--- config.mk ---
export PLATFORM = sky130hd
export DESIGN_NAME = uart_rx_flat
export DESIGN_NICKNAME = d
export VERILOG_FILES = /design/src/rtl/uart_rx_pkg.sv /design/src/rtl/uart_rx_if.sv /design/src/rtl/sync_2ff.sv /design/src/rtl/uart_rx.sv /design/src/flat_wrapper.sv
export SDC_FILE = /design/constraint.sdc
export NUM_CORES = 1
export LEC_CHECK = 0
export CORE_UTILIZATION = 58
export DETAILED_ROUTE_END_ITERATION = 8
export HOLD_SLACK_MARGIN = 0.1
export PLACE_DENSITY = 0.79
export SLEW_MARGIN = 20
export SYNTH_ARGS = -nofsm -noshare
export SYNTH_HDL_FRONTEND = slang
export SYNTH_SLANG_ARGS = --single-unit
export TNS_END_PERCENT = 1
--- constraint.sdc ---
create_clock -name clk -period 2.9 [get_ports clk]
set_input_delay 0.58 -clock clk [delete_from_list [all_inputs] [get_ports clk]]
set_output_delay 0.58 -clock clk [all_outputs]
set_load 0.005 [all_outputs]
--- src/rtl/uart_rx_pkg.sv ---
// Shared UART definitions: frame state encodings and default link constants.
// Used by both the receiver and the transmitter.
package uart_rx_pkg;

  localparam int DEF_DATA_LEN     = 8;
  localparam int DEF_CLKS_PER_BIT = 2604;

  typedef enum logic [2:0] {
    ST_IDLE      = 3'd0,
    ST_START_BIT = 3'd1,
    ST_DATA_BITS = 3'd2,
    ST_STOP_BIT  = 3'd3,
    ST_FINISH    = 3'd4
  } uart_state_e;

  // Counter width for a modulus of n; never zero bits wide.
  function automatic int cnt_width(input int n);
    return (n > 1) ? $clog2(n) : 1;
  endfunction

endpackage

--- src/rtl/uart_rx_if.sv ---
// Receiver-side serial line and received-byte bundle.
// The master modport is the receiver; the slave modport is the consumer/line driver.
interface uart_rx_if
  import uart_rx_pkg::*;
#(
  parameter int DATA_LEN = DEF_DATA_LEN
);

  logic                rx_serial;
  logic [DATA_LEN-1:0] rx_data;
  logic                rx_valid;
  logic                rx_busy;
  logic                frame_err;

  modport master (
    input  rx_serial,
    output rx_data,
    output rx_valid,
    output rx_busy,
    output frame_err
  );

  modport slave (
    output rx_serial,
    input  rx_data,
    input  rx_valid,
    input  rx_busy,
    input  frame_err
  );

endinterface

--- src/rtl/sync_2ff.sv ---
// Two-flop synchronizer for a single asynchronous bit.
// The reset value is a parameter so idle-high and idle-low lines can share it.
module sync_2ff #(
  parameter logic RST_VAL = 1'b1
) (
  input  logic clk,
  input  logic reset,
  input  logic d,
  output logic q
);

  logic meta_q;
  logic sync_q;

  always_ff @(posedge clk or posedge reset) begin
    if (reset) begin
      meta_q <= RST_VAL;
      sync_q <= RST_VAL;
    end else begin
      meta_q <= d;
      sync_q <= meta_q;
    end
  end

  assign q = sync_q;

endmodule

--- src/rtl/uart_rx.sv ---
// UART receiver: 8N1-style framing, mid-bit sampling from the start-bit centre.
// Emits one-cycle rx_valid / frame_err pulses; rx_data holds the last good byte.
//
//   state        | meaning
//   ST_IDLE      | waiting for a falling edge on the synchronized line
//   ST_START_BIT | counting to the start-bit centre, rejecting glitches
//   ST_DATA_BITS | sampling DATA_LEN bits, LSB first, one per bit period
//   ST_STOP_BIT  | sampling the stop bit; good -> rx_valid, low -> frame_err
//   ST_FINISH    | one-cycle gap before IDLE
module uart_rx
  import uart_rx_pkg::*;
#(
  parameter int DATA_LEN     = DEF_DATA_LEN,
  parameter int CLKS_PER_BIT = DEF_CLKS_PER_BIT
) (
  input  logic       clk,
  input  logic       reset,
  uart_rx_if.master  bus
);

  localparam int CW = cnt_width(CLKS_PER_BIT);
  localparam int BW = cnt_width(DATA_LEN);

  localparam logic [CW-1:0] HALF     = CW'((CLKS_PER_BIT - 1) / 2);
  localparam logic [CW-1:0] LAST_CLK = CW'(CLKS_PER_BIT - 1);
  localparam logic [BW-1:0] LAST_BIT = BW'(DATA_LEN - 1);

  logic rx_s;

  sync_2ff #(.RST_VAL(1'b1)) u_sync (
    .clk   (clk),
    .reset (reset),
    .d     (bus.rx_serial),
    .q     (rx_s)
  );

  uart_state_e         state_q,     state_d;
  logic [CW-1:0]       clk_count_q, clk_count_d;
  logic [BW-1:0]       bit_count_q, bit_count_d;
  logic [DATA_LEN-1:0] shift_q,     shift_d;
  logic [DATA_LEN-1:0] rx_data_q,   rx_data_d;
  logic                rx_valid_q,  rx_valid_d;
  logic                frame_err_q, frame_err_d;
  logic                rx_d_q;
  logic [1:0]          warm_q,      warm_d;

  // The synchronizer and rx_d come out of reset high; edges are ignored until
  // they hold real line samples, so a line already low at release starts nothing.
  assign warm_d = (warm_q == 2'd3) ? warm_q : warm_q + 2'd1;

  always_ff @(posedge clk or posedge reset) begin
    if (reset) begin
      state_q     <= ST_IDLE;
      clk_count_q <= '0;
      bit_count_q <= '0;
      shift_q     <= '0;
      rx_data_q   <= '0;
      rx_valid_q  <= 1'b0;
      frame_err_q <= 1'b0;
      rx_d_q      <= 1'b1;
      warm_q      <= 2'd0;
    end else begin
      state_q     <= state_d;
      clk_count_q <= clk_count_d;
      bit_count_q <= bit_count_d;
      shift_q     <= shift_d;
      rx_data_q   <= rx_data_d;
      rx_valid_q  <= rx_valid_d;
      frame_err_q <= frame_err_d;
      rx_d_q      <= rx_s;
      warm_q      <= warm_d;
    end
  end

  always_comb begin
    state_d     = state_q;
    clk_count_d = clk_count_q;
    bit_count_d = bit_count_q;
    shift_d     = shift_q;
    rx_data_d   = rx_data_q;
    rx_valid_d  = 1'b0;
    frame_err_d = 1'b0;

    case (state_q)
      ST_IDLE: begin
        clk_count_d = '0;
        bit_count_d = '0;
        if (warm_q == 2'd3 && rx_d_q && !rx_s) begin
          state_d = ST_START_BIT;
        end
      end

      ST_START_BIT: begin
        if (clk_count_q == HALF) begin
          clk_count_d = '0;
          bit_count_d = '0;
          state_d     = rx_s ? ST_IDLE : ST_DATA_BITS;
        end else begin
          clk_count_d = clk_count_q + 1'b1;
        end
      end

      ST_DATA_BITS: begin
        if (clk_count_q == LAST_CLK) begin
          clk_count_d          = '0;
          shift_d[bit_count_q] = rx_s;
          if (bit_count_q == LAST_BIT) begin
            state_d = ST_STOP_BIT;
          end else begin
            bit_count_d = bit_count_q + 1'b1;
          end
        end else begin
          clk_count_d = clk_count_q + 1'b1;
        end
      end

      ST_STOP_BIT: begin
        if (clk_count_q == LAST_CLK) begin
          clk_count_d = '0;
          state_d     = ST_FINISH;
          if (rx_s) begin
            rx_data_d  = shift_q;
            rx_valid_d = 1'b1;
          end else begin
            frame_err_d = 1'b1;
          end
        end else begin
          clk_count_d = clk_count_q + 1'b1;
        end
      end

      ST_FINISH: begin
        state_d = ST_IDLE;
      end

      default: begin
        state_d     = ST_IDLE;
        clk_count_d = '0;
        bit_count_d = '0;
      end
    endcase
  end

  assign bus.rx_data   = rx_data_q;
  assign bus.rx_valid  = rx_valid_q;
  assign bus.frame_err = frame_err_q;
  assign bus.rx_busy   = (state_q == ST_START_BIT) ||
                         (state_q == ST_DATA_BITS) ||
                         (state_q == ST_STOP_BIT);

endmodule

--- src/flat_wrapper.sv ---
// flat-port wrapper written by rule: the top's interface ports become plain ports
module uart_rx_flat import uart_rx_pkg::*;
#(
  parameter int DATA_LEN     = DEF_DATA_LEN,
  parameter int CLKS_PER_BIT = DEF_CLKS_PER_BIT
)
  (clk, reset, bus_rx_serial, bus_rx_data, bus_rx_valid, bus_rx_busy, bus_frame_err);
  uart_rx_if #(.DATA_LEN(DATA_LEN)) bus_i ();
  input  logic clk;
  input  logic reset;
  input wire logic [$bits(bus_i.rx_serial)-1:0] bus_rx_serial;
  output wire logic [$bits(bus_i.rx_data)-1:0] bus_rx_data;
  output wire logic [$bits(bus_i.rx_valid)-1:0] bus_rx_valid;
  output wire logic [$bits(bus_i.rx_busy)-1:0] bus_rx_busy;
  output wire logic [$bits(bus_i.frame_err)-1:0] bus_frame_err;
  assign bus_i.rx_serial = bus_rx_serial;
  assign bus_rx_data = bus_i.rx_data;
  assign bus_rx_valid = bus_i.rx_valid;
  assign bus_rx_busy = bus_i.rx_busy;
  assign bus_frame_err = bus_i.frame_err;
  uart_rx #(.DATA_LEN(DATA_LEN), .CLKS_PER_BIT(CLKS_PER_BIT)) u_core (.clk(clk), .reset(reset), .bus(bus_i));
endmodule
# Yosys cells after proc, flatten, opt, wreduce, memory -nomap -nowiden
# Cells that the tools add are included.
op_classes:
  add_sub_neg: 3
  n_lt_le_gt_ge: 2
  eq_ne: 14
  mux: 23
  n_bitwise: 1
  reduce_logical: 13
ops:
  columns: ["operator", "n"]
  rows:
  - ["12-bit case mux with 3 select lines", 1]
  - ["12-bit 2-to-1 mux", 2]
  - ["3-bit 2-to-1 mux", 8]
  - ["12-bit by 1-bit adder with 12-bit output, second input constant", 1]
  - ["12-bit by 11-bit equality test with 1-bit output, second input constant", 1]
  - ["12-bit equality test, second input constant", 1]
  - ["3-bit case mux with 4 select lines", 1]
  - ["2-bit by 1-bit inequality test with 1-bit output, second input constant", 5]
  - ["3-bit case mux with 3 select lines", 1]
  - ["8-bit bitwise mux", 1]
  - ["1-bit 2-to-1 mux", 7]
  - ["3-bit by 2-bit equality test with 1-bit output, second input constant", 2]
  - ["3-bit equality test, second input constant", 2]
  - ["5-bit AND reduction", 1]
  - ["3-bit by 4-bit < comparator with 1-bit output, second input constant", 1]
  - ["4-bit AND reduction", 1]
  - ["2-bit OR reduction", 2]
  - ["3-bit by 1-bit adder with 3-bit output, second input constant", 1]
  - ["1-bit demux with 3-bit select", 1]
  - ["3-bit by 1-bit equality test with 1-bit output, second input constant", 1]
  - ["3-bit by 1-bit greater-or-equal comparator with 1-bit output, second input constant", 1]
  - ["1-bit logical AND", 3]
  - ["3-bit logical NOT", 1]
  - ["3-bit AND reduction", 1]
  - ["8 further kinds", 9]
word_totals:
  ff_bits: 41
  inputBits: 3
  word_cells: 67

# Logic depth before layout (Yosys ltp)
# Gate-level depths: netlist of the first run.
depth:
  depth_word: 5
  mapped_depth: 7

# By module
# A second synthesis of the first run with hierarchy kept.
unflattened:
  hier_cells: 187
  area_unflattened_um2: 2127.0
modules_own_cells:
  columns: ["module", "instances", "cells_per_inst", "area_per_inst_um2"]
  rows:
  - ["uart_rx", 1, 184, 2070.7]
  - ["sync_2ff", 1, 3, 56.3]

# Worst setup path after synthesis of the first run
# Ideal clock, no wire load.
synth_timing:
  kind: "reg-to-reg"
  from: "reg u_core.clk_count_q[6]"
  to: "reg u_core.shift_q[2]"
  arrival_time_ns: 1.902
  required_time_ns: 2.772
  setup_slack_ns: 0.871
  stages_incl_launch_ff: 6
  path_cell_list: "dfrtp_1 > buf_6 > or4b_4 > nor4_4 > and4bb_1 > mux2_1"
synth_via:
  elab_chain_len: 2
synth_lines:
  columns: ["element", "line", "text"]
  rows:
  - ["start, declared", "uart_rx.sv:38", "logic [CW-1:0] clk_count_q, clk_count_d;"]
  - ["start signal, assigned", "uart_rx.sv:64", "clk_count_q <= clk_count_d;"]
  - ["12-bit equality test", "uart_rx.sv:104", "if (clk_count_q == LAST_CLK) begin"]
  - ["2-bit AND reduction (no line)", null, null]
  - ["end signal, assigned", "uart_rx.sv:66", "shift_q <= shift_d;"]
  - ["end, declared", "uart_rx.sv:40", "logic [DATA_LEN-1:0] shift_q, shift_d;"]
# Every way passes these cells.
# A chain may end at the register's enable or synchronous reset.

# Worst setup path after layout of the first run
layout_timing:
  from: "reg u_core.state_q[0]"
  to: "out bus_rx_busy"
layout_via:
  elab_chain_len: 3
layout_lines:
  columns: ["element", "line", "text"]
  rows:
  - ["start, declared", "uart_rx.sv:37", "uart_state_e state_q, state_d;"]
  - ["start signal, assigned", "uart_rx.sv:63", "state_q <= state_d;"]
  - ["3-bit by 1-bit equality test with 1-bit output or 3-bit by 2-bit equality test with 1-bit output (tied branches)", "uart_rx.sv:147, uart_rx.sv:148", null]
  - ["1-bit logical OR", "uart_rx.sv:147", "assign bus.rx_busy = (state_q == ST_START_BIT) ||"]
  - ["1-bit logical OR *", "uart_rx.sv:148", "(state_q == ST_DATA_BITS) ||"]
  - ["end, declared", "flat_wrapper.sv:14", "output wire logic [$bits(bus_i.rx_busy)-1:0] bus_rx_busy;"]
# Every way passes the cells marked *; elsewhere a longest branch is shown, timed or not.

==> results.md, run 1 <==
- The flow ran to the end, and the final reports show no timing, DRC or antenna violations.
- The leading area contributor after synthesis is sky130_fd_sc_hd__dfrtp_1.
- Dividing total power by cell area gives a power density of ~630 nW/um2.
- The cell seen most often among critical-path stages is sky130_fd_sc_hd__nor2_1.
- In this run the remaining antenna-violating nets after routing total 0.
- Synthesis instantiated 49 different standard cells from the library.
- From bottom edge to top edge, the die measures ~62 um.
- The later pin in the worst-skew pair is clocked with a latency of between 0.3 and 0.4 ns.
- Headroom to the max-slew limit came out at ~59%.
- The share of synthesized cell area in full adder, half adder and majority cells is between 2 and 3%.
- The post-synthesis cell area is about 2100 um2.
- Measured against the total synthesized area, the mux share comes to between 10% and 20%.
- The cell at the root of the clock tree is sky130_fd_sc_hd__clkbuf_4.
- For this design the top-level I/O count stands at 14.
- The most common cell in the synthesized netlist is sky130_fd_sc_hd__dfrtp_1.
- The post-CTS setup repair buffer count is 0.
- The xor and xnor area share after synthesis is 1.25%.
- The clock tree from TritonCTS is built.
- The critical path's slowest cell is sky130_fd_sc_hd__dfrtp_1.
- Relative to the synthesized area, the layout overhead comes to 12.4%.
- The most instantiated flip-flop cell in the synthesis netlist is sky130_fd_sc_hd__dfrtp_1.
- The clock slew at the register clock pins of the worst setup and hold paths is 0.12 ns.
- Setup repair after global routing left no endpoint under its margin.
- After detailed routing, the number of vias per cell comes to roughly 6.
- The slew at the pin closest to its max-slew limit is approximately 0.61 ns.
- The synthesized design contains 0 enable-type register cells.
- Of the post-synthesis cell area, the dominant cell type holds a little under half.
- The number of core rows is 21.
- The worst path needs roughly 2.3 ns of the cycle, external delays included.
- The combinational family with the most area after synthesis is simple AND/OR/NAND/NOR gates.
- VDD sags by at most 417 uV.
- The clock drives 41 sinks.
- Summing the areas of all and, or, nand and nor instances in the mapped netlist gives between 20% and 30% of the synthesized area.
- Once the floorplan was initialized, standard cells occupied approximately 62% of the core.
- At the worst endpoint, the required time is approximately 2.3 ns.
- The final hold violation count is 0.
- Averaged over all synthesized cells, the footprint is around 11 um2.
- The total setup violations reported at the end of the flow is 0.
- Along the worst path, the maximum fanout reaches 12.
- In the final routed layout, each cell accounts on average for ~16 um.
- The setup TNS after final layout is 0 ns.
- The final layout contains routed wiring with a total length of around 4000 um.
- Port buffering added 13 buffers.
- The final clock skew is 0.00992 ns.
- For this run, the post-layout net count is between 200 and 250.
- The kind of capture point of the worst setup path is an output port.
- The H-tree was split into 2 levels.
- The fraction of layout cells with a size suffix above 1 is 12.7%.
- Synthesis produced a netlist with a net count of 200.
- Walking the worst path, the cells encountered are nor2_1 > nor2_1 > clkdlybuf4s50_1.
- The initial antenna violation count was 0.
- The number of register bits inferred by synthesis is between 40 and 50.
- The number of design-rule violations left by the first detailed-router iteration is between 80 and 90.
- The tool flagged a number of max-cap violations equal to 0.
- The sequential area share after synthesis is 49.1%.
- The die is 62.1 um wide.
- The number of global-route vias before repair came to approximately 1500.
- The post-place setup slack is between 0.7 and 0.8 ns.
- By count the netlist is led by sky130_fd_sc_hd__dfrtp_1 (38), sky130_fd_sc_hd__nand2_1 (19), sky130_fd_sc_hd__mux2_1 (11).
- During synthesis, Yosys emitted a total of 0 warnings.
- The overall overflow remaining after global route is 0.
- The first global-routing pass estimated approximately 7000 um of wire.
- For this run, the total global-route usage over all layers was measured as a little under a quarter.
- No sink is reached through more buffers than the 2 on the longest clock path.
- Buffers inserted during clock tree synthesis total 5.
- The reported leakage power is roughly 1.0 nW.
- Routability-driven placement finished with a final weighted congestion of ~0.95.
- The area enclosed by the die boundary is 3860 um2.
- The core region is 3390 um2.
- The antenna diode instance count is 0.
- Entering global routing, the biggest net connects 42 pins.
- After synthesis, the cell types taking the most area are sky130_fd_sc_hd__dfrtp_1 (45%), sky130_fd_sc_hd__mux2_1 (5.9%), sky130_fd_sc_hd__dfstp_2 (3.8%).
- The timing-limited maximum frequency is 439 MHz.
- The share of synthesized registers carrying an async set or reset is 100%.
- The kind of launch point of the worst setup path is a flip-flop.
- The via count is 1538.
- The post-synthesis instance total is approximately 190.
- For the worst setup path, the data arrival time is roughly 1.7 ns.
- The final-layout fill cell count is roughly 230.
- The classification of the worst setup path is reg -> out.
- The placed wire-length estimate is 2800 um.
- The path class of the tightest hold or removal check is reg -> reg.
- The number of buffers added to fix hold violations after cts is 0.
- The number of remaining DRC errors is 0.
- The post-cts sizing count is 0.
- In the finished design, the share of the clock period the worst path needs comes to roughly 78%.
- The number of pins exceeding their max-slew limit in the final report was 0.
- On the worst path, the slowest cell contributes a delay of about 0.6 ns.
- The final critical-path setup slack is 0.624 ns.
- The fraction of the mapped netlist area in compound gates is between 10% and 20%.
- The number of optimization iterations in the first detailed-route pass is 4.
critical path: cells and delay by family, from the launching register on:
kind	cells	cell delay [ns]
AND/OR/NAND/NOR	2	0.24
flip-flops	1	0.60
buffers and inverters	1	0.51
power by group:
part	total, W	switching [W]	internal, W
Clock	0.000447	0.000180	0.000267
Sequential	0.000706	0.0000895	0.000617
Combinational	0.000334	0.000195	0.000139
path summary, 6_finish.rpt:
kind,start,endpoint,slack [ns],depth (start not counted)
setup / recovery,u_core.state_q[0],bus_rx_busy,0.62,3
hold / removal,u_core.u_sync.meta_q,u_core.u_sync.q,0.36,0
setup reg to reg,u_core.clk_count_q[0],u_core.bus.rx_data[0],0.69,5
hold reg to reg,u_core.u_sync.meta_q,u_core.u_sync.q,0.36,0
max in group asynchronous,reset,u_core.u_sync.meta_q,1.89,3
min in group asynchronous,reset,u_core.warm_q[1],0.64,3
state kept, by name, indices dropped and copies added (netlist names):
register              cells
u_core.bit_count_q        3
u_core.shift_q            8
u_core.bus.frame_err      1
u_core.u_sync.q           1
u_core.bus.rx_data        8
u_core.rx_d_q             1
u_core.clk_count_q       12
u_core.state_q            3
u_core.u_sync.meta_q      1
u_core.warm_q             2
u_core.bus.rx_valid       1
layer usage:
layer	vias up	part of all wire (%)	global-route usage, %	routed length, um
met4	0	1.1	9.01	46
met1	750	46	32.3	1840
li1	736	-	-	-
met3	6	4.7	4.04	189
met2	46	48	37.2	1960
met5	-	0	0	0
cell usage in the layout (no fill, tap or decap), types with 6 or more instances in the layout:
cell type,count
sky130_fd_sc_hd__clkdlybuf4s50_1,13
sky130_fd_sc_hd__dfrtp_1,38
sky130_fd_sc_hd__inv_1,7
sky130_fd_sc_hd__mux2_1,11
sky130_fd_sc_hd__mux2_2,7
sky130_fd_sc_hd__nand2_1,19
sky130_fd_sc_hd__nor2_1,10
sky130_fd_sc_hd__nor4_1,6
sky130_fd_sc_hd__o21ai_0,6
sky130_fd_sc_hd__o22ai_1,6
stage by stage:
| stage | std cells | instance area [um2] | power, W | hold slack [ns] | util (%) |
|---|---|---|---|---|---|
| 2_1_floorplan | 192 | 2100 | 0.000946 | 0.345 | - |
| 3_3_place_gp | 243 | 2250 | 0.00102 | 0.350 | 66.5 |
| 3_5_place_dp | 243 | 2250 | 0.00104 | 0.349 | 66.5 |
| 4_1_cts | 251 | 2360 | 0.00149 | 0.366 | 69.5 |
| 5_1_grt | 251 | 2360 | 0.00157 | 0.373 | 69.5 |
| 6_report | 251 | 2360 | 0.00149 | 0.364 | 69.5 |
layout make-up:
type / instances / area (um2) / area share, %
Multi-Input combinational cell: 133 / 987 / 41.9
Inverter: 7 / 26.3 / 1.12
Timing Repair Buffer: 16 / 153 / 6.48
Clock buffer: 5 / 37.5 / 1.59
Sequential cell: 41 / 1030 / 43.7
Clock inverter: 3 / 65.1 / 2.76
Tap cell: 46 / 57.6 / 2.44
logic make-up after synthesis:
group           count (synthesis)
compound gates                 33
xor+xnor                        3
fa+ha+maj                       5
buf+inv                        18
flops                          41
mux                            19
simple gates                   73
Note: power is estimated with default switching activity, not from simulation.
==> run 2, diff against run 1 <==
- clock period: 2.9 -> 2.3 ns (I/O delays scaled with it)
==> results.md, run 2 (same netlist as run 1, synthesis figures left out) <==
- The flow ran to the end, and the final reports show no timing, DRC or antenna violations.
- The part of the cycle the worst path needs is 93.0%.
- The number of design-rule violations left by the first detailed-router iteration came to 113 (+40%).
- The via count is 1550 (+0.78%).
- The instance area after placement was 2290 um2 (+1.7%).
- The post-cts sizing count is 0 (unchanged).
- The number of buffers added by the clock tree synthesis step came to 5 (unchanged).
- The overall power consumption came to 0.00183 W (+23%).
- The cell depth of the worst hold path is 0 (unchanged).
- The number of global-route vias before repair is 1542 (+5.9%).
- The placed wire-length estimate is 2790 um (-0.34%).
- The die outline width was 62.1 um (unchanged).
- The number of port buffers came to 13 (unchanged).
- The antenna diode instance count was 0 (unchanged).
- The area growth from synthesis to layout is 13.9%.
- The depth of the CTS H-tree is 2 (unchanged).
- The highest net fanout along the worst path came to 9 (-3).
- The initial antenna violation count is 0 (unchanged).
- The wire length of the first global-routing pass was 7380 um (+5.2%).
- The detail-routed via count per cell was 6.05 (-1.2%).
- The highest-utilization routing layer at the global route stage is met2.
- The number of cells in the design after placement came to 248 (+2.1%).
- The area inside the core boundary is 3390 um2 (unchanged).
- The met2 demand-to-capacity share in global routing is 37.6% (+0.41 points).
- The final clock skew is 0.0112 ns (+0.00127 ns).
- The fraction of met3 tracks used by global routing is 5.15% (+1.1 points).
- The number of top-level pins came to 14 (unchanged).
- The overall overflow remaining after global route is 0 (unchanged).
- The kind of capture point of the worst setup path is a flip-flop.
- The power per cell area was 765 nW/um2 (+21%).
- The number of core rows was 21 (unchanged).
- The number of optimization iterations in the first detailed-route pass is 4 (unchanged).
- The path class of the tightest hold or removal check is reg -> reg.
- The pin count of the biggest net entering global routing came to 42 (unchanged).
- The register with the most flip-flops is u_core.clk_count_q.
- The number of remaining DRC errors is 0 (unchanged).
- The clock latency on the worst-skew pair is 0.35 ns (about the same).
- The number of buffers added to fix hold violations after cts came to 0 (unchanged).
- The area taken by multi-input logic gates is 996 um2 (+0.89%).
- The share of the core filled with cells in the final layout is 70.5% (+0.96 points).
- The critical path is of the reg -> reg type.
- The critical path data arrival time is 2.39 ns (+0.69 ns).
- The overall global routing resource usage came to 24.5% (+1.0 points).
- Static timing analysis puts the maximum clock frequency at 467 MHz.
- The minimum period implied by the final worst setup slack is between 2 and 2.5 ns.
- The post-route antenna net violation count is 0 (unchanged).
- The count of nets after finishing is 217 (+2.4%).
- The worst setup path is launched from a flip-flop.
- The number of pins exceeding their max-slew limit in the final report is 0 (unchanged).
- The clock slew at the register clock pins of the worst setup and hold paths is 0.12 ns (about the same).
- The routed wire length was 4150 um (+2.7%).
- The clock tree from TritonCTS is built.
- The final hold violation count is 0 (unchanged).
- Leaving out fill and tap cells, the most frequent cells in the layout are sky130_fd_sc_hd__dfrtp_1 (38), sky130_fd_sc_hd__nand2_1 (19), sky130_fd_sc_hd__clkdlybuf4s50_1 (13).
- The largest stage delay on the critical path is 0.49 ns (-0.11 ns).
- The post-CTS setup repair buffer count came to 0 (unchanged).
- The starting density of the core is 61.9% (unchanged).
- Walking the worst path, the cells encountered are or3b_1 > nor4_4 > and4bb_1 > mux2_1.
- The number of buffers on the longest clock path is 2 (unchanged).
- The die height is 62.1 um (unchanged).
- The fraction of layout cells with a size suffix above 1 is 14.8% (+2.1 points).
- Setup repair after global routing left no endpoint under its margin.
- The placer's final routability congestion estimate is 0.938 (-0.96%).
- The total setup violations reported at the end of the flow is 0 (unchanged).
- The slew at the pin closest to its max-slew limit is 0.543 ns (-0.0661 ns).
- The cell depth of the worst flop-to-flop path is 4 (-1).
- The peak ir drop on the vdd network was 354 uV (-15%).
- Leaving out fill and tap cells, the most frequent cell in the layout is sky130_fd_sc_hd__dfrtp_1.
- The routed wire length per instance is 16.2 um (+0.69%).
- The global-route track usage on met1 is 34.4% (+2.2 points).
- The cell at the root of the clock tree is sky130_fd_sc_hd__clkbuf_4.
- The final instance area came to 2390 um2 (+1.4%).
- The required time reported for the critical path endpoint came to 2.55 ns (+0.23 ns).
- The normalized max-slew margin is 63.4% (+4.2 points).
- The combined flip-flop and latch cell area is 1030 um2 (unchanged).
- The setup TNS after final layout is 0 ns (unchanged).
- The total number of clock tree sinks is 41 (unchanged).
- The area enclosed by the die boundary came to 3860 um2 (unchanged).
- The largest individual stage delay along the critical path comes from the cell sky130_fd_sc_hd__dfrtp_1.
- The number of flip-flops under the largest register name came to 12 (unchanged).
- The number of cells in the finished layout apart from fillers is 256 (+2.0%).
- The reported leakage power is 1.07 nW (+1.8%).
- The reported max-cap violation count came to 0 (unchanged).
- The final-layout fill cell count came to 222 (-3.9%).
run 2: cell types whose count changed in the layout (fill, tap and decap cells not counted):
cell,previous run,this run
sky130_fd_sc_hd__buf_4,3,8
sky130_fd_sc_hd__bufinv_16,2,1
sky130_fd_sc_hd__clkbuf_8,0,1
sky130_fd_sc_hd__clkinv_2,1,0
sky130_fd_sc_hd__clkinvlp_4,0,1
sky130_fd_sc_hd__nor4b_2,1,0
sky130_fd_sc_hd__nor4b_4,0,1
run 2: where the power goes:
part,total (W),internal [W],switching [W]
Sequential,0.000871,0.000778,0.0000930
Clock,0.000497,0.000258,0.000239
Combinational,0.000458,0.000191,0.000267
run 2: critical path: cells and delay by family (launching register included):
| family | cells | cell delay (ns) |
|---|---|---|
| and+or+nand+nor | 3 | 1.23 |
| DFF | 1 | 0.49 |
| muxes | 1 | 0.32 |
run 2: path summary, 6_finish.rpt:
kind                                           start                    end  slack (ns)
min in group asynchronous                      reset  u_core.bus.rx_data[2]        0.52
worst max-delay path               u_core.state_q[2]      u_core.shift_q[2]        0.16
worst min-delay path            u_core.u_sync.meta_q        u_core.u_sync.q        0.36
worst max register to register     u_core.state_q[2]      u_core.shift_q[2]        0.16
worst min register to register  u_core.u_sync.meta_q        u_core.u_sync.q        0.36
max in group asynchronous                      reset   u_core.u_sync.meta_q        1.41
run 2: layout make-up:
cell class	count	area share, %
inverter	7	1.10
clock buffer	6	2.15
timing repair buffer	21	7.96
multi-input combinational	133	41.7
tap	46	2.41
sequential	41	43.1
clock inverter	2	1.57
run 2: metal layers:
layer	up-vias	part of all wire (%)
met4	0	1.2
met2	46	47
met1	760	46
met5	-	0
li1	740	-
met3	4	5.0
run 2: metrics by stage:
stage,setup slack [ns],hold WS [ns]
4_1_cts,0.149,0.366
6_report,0.161,0.364
2_1_floorplan,0.271,0.345
3_3_place_gp,0.212,0.351
5_1_grt,0.0382,0.369
3_5_place_dp,0.184,0.350
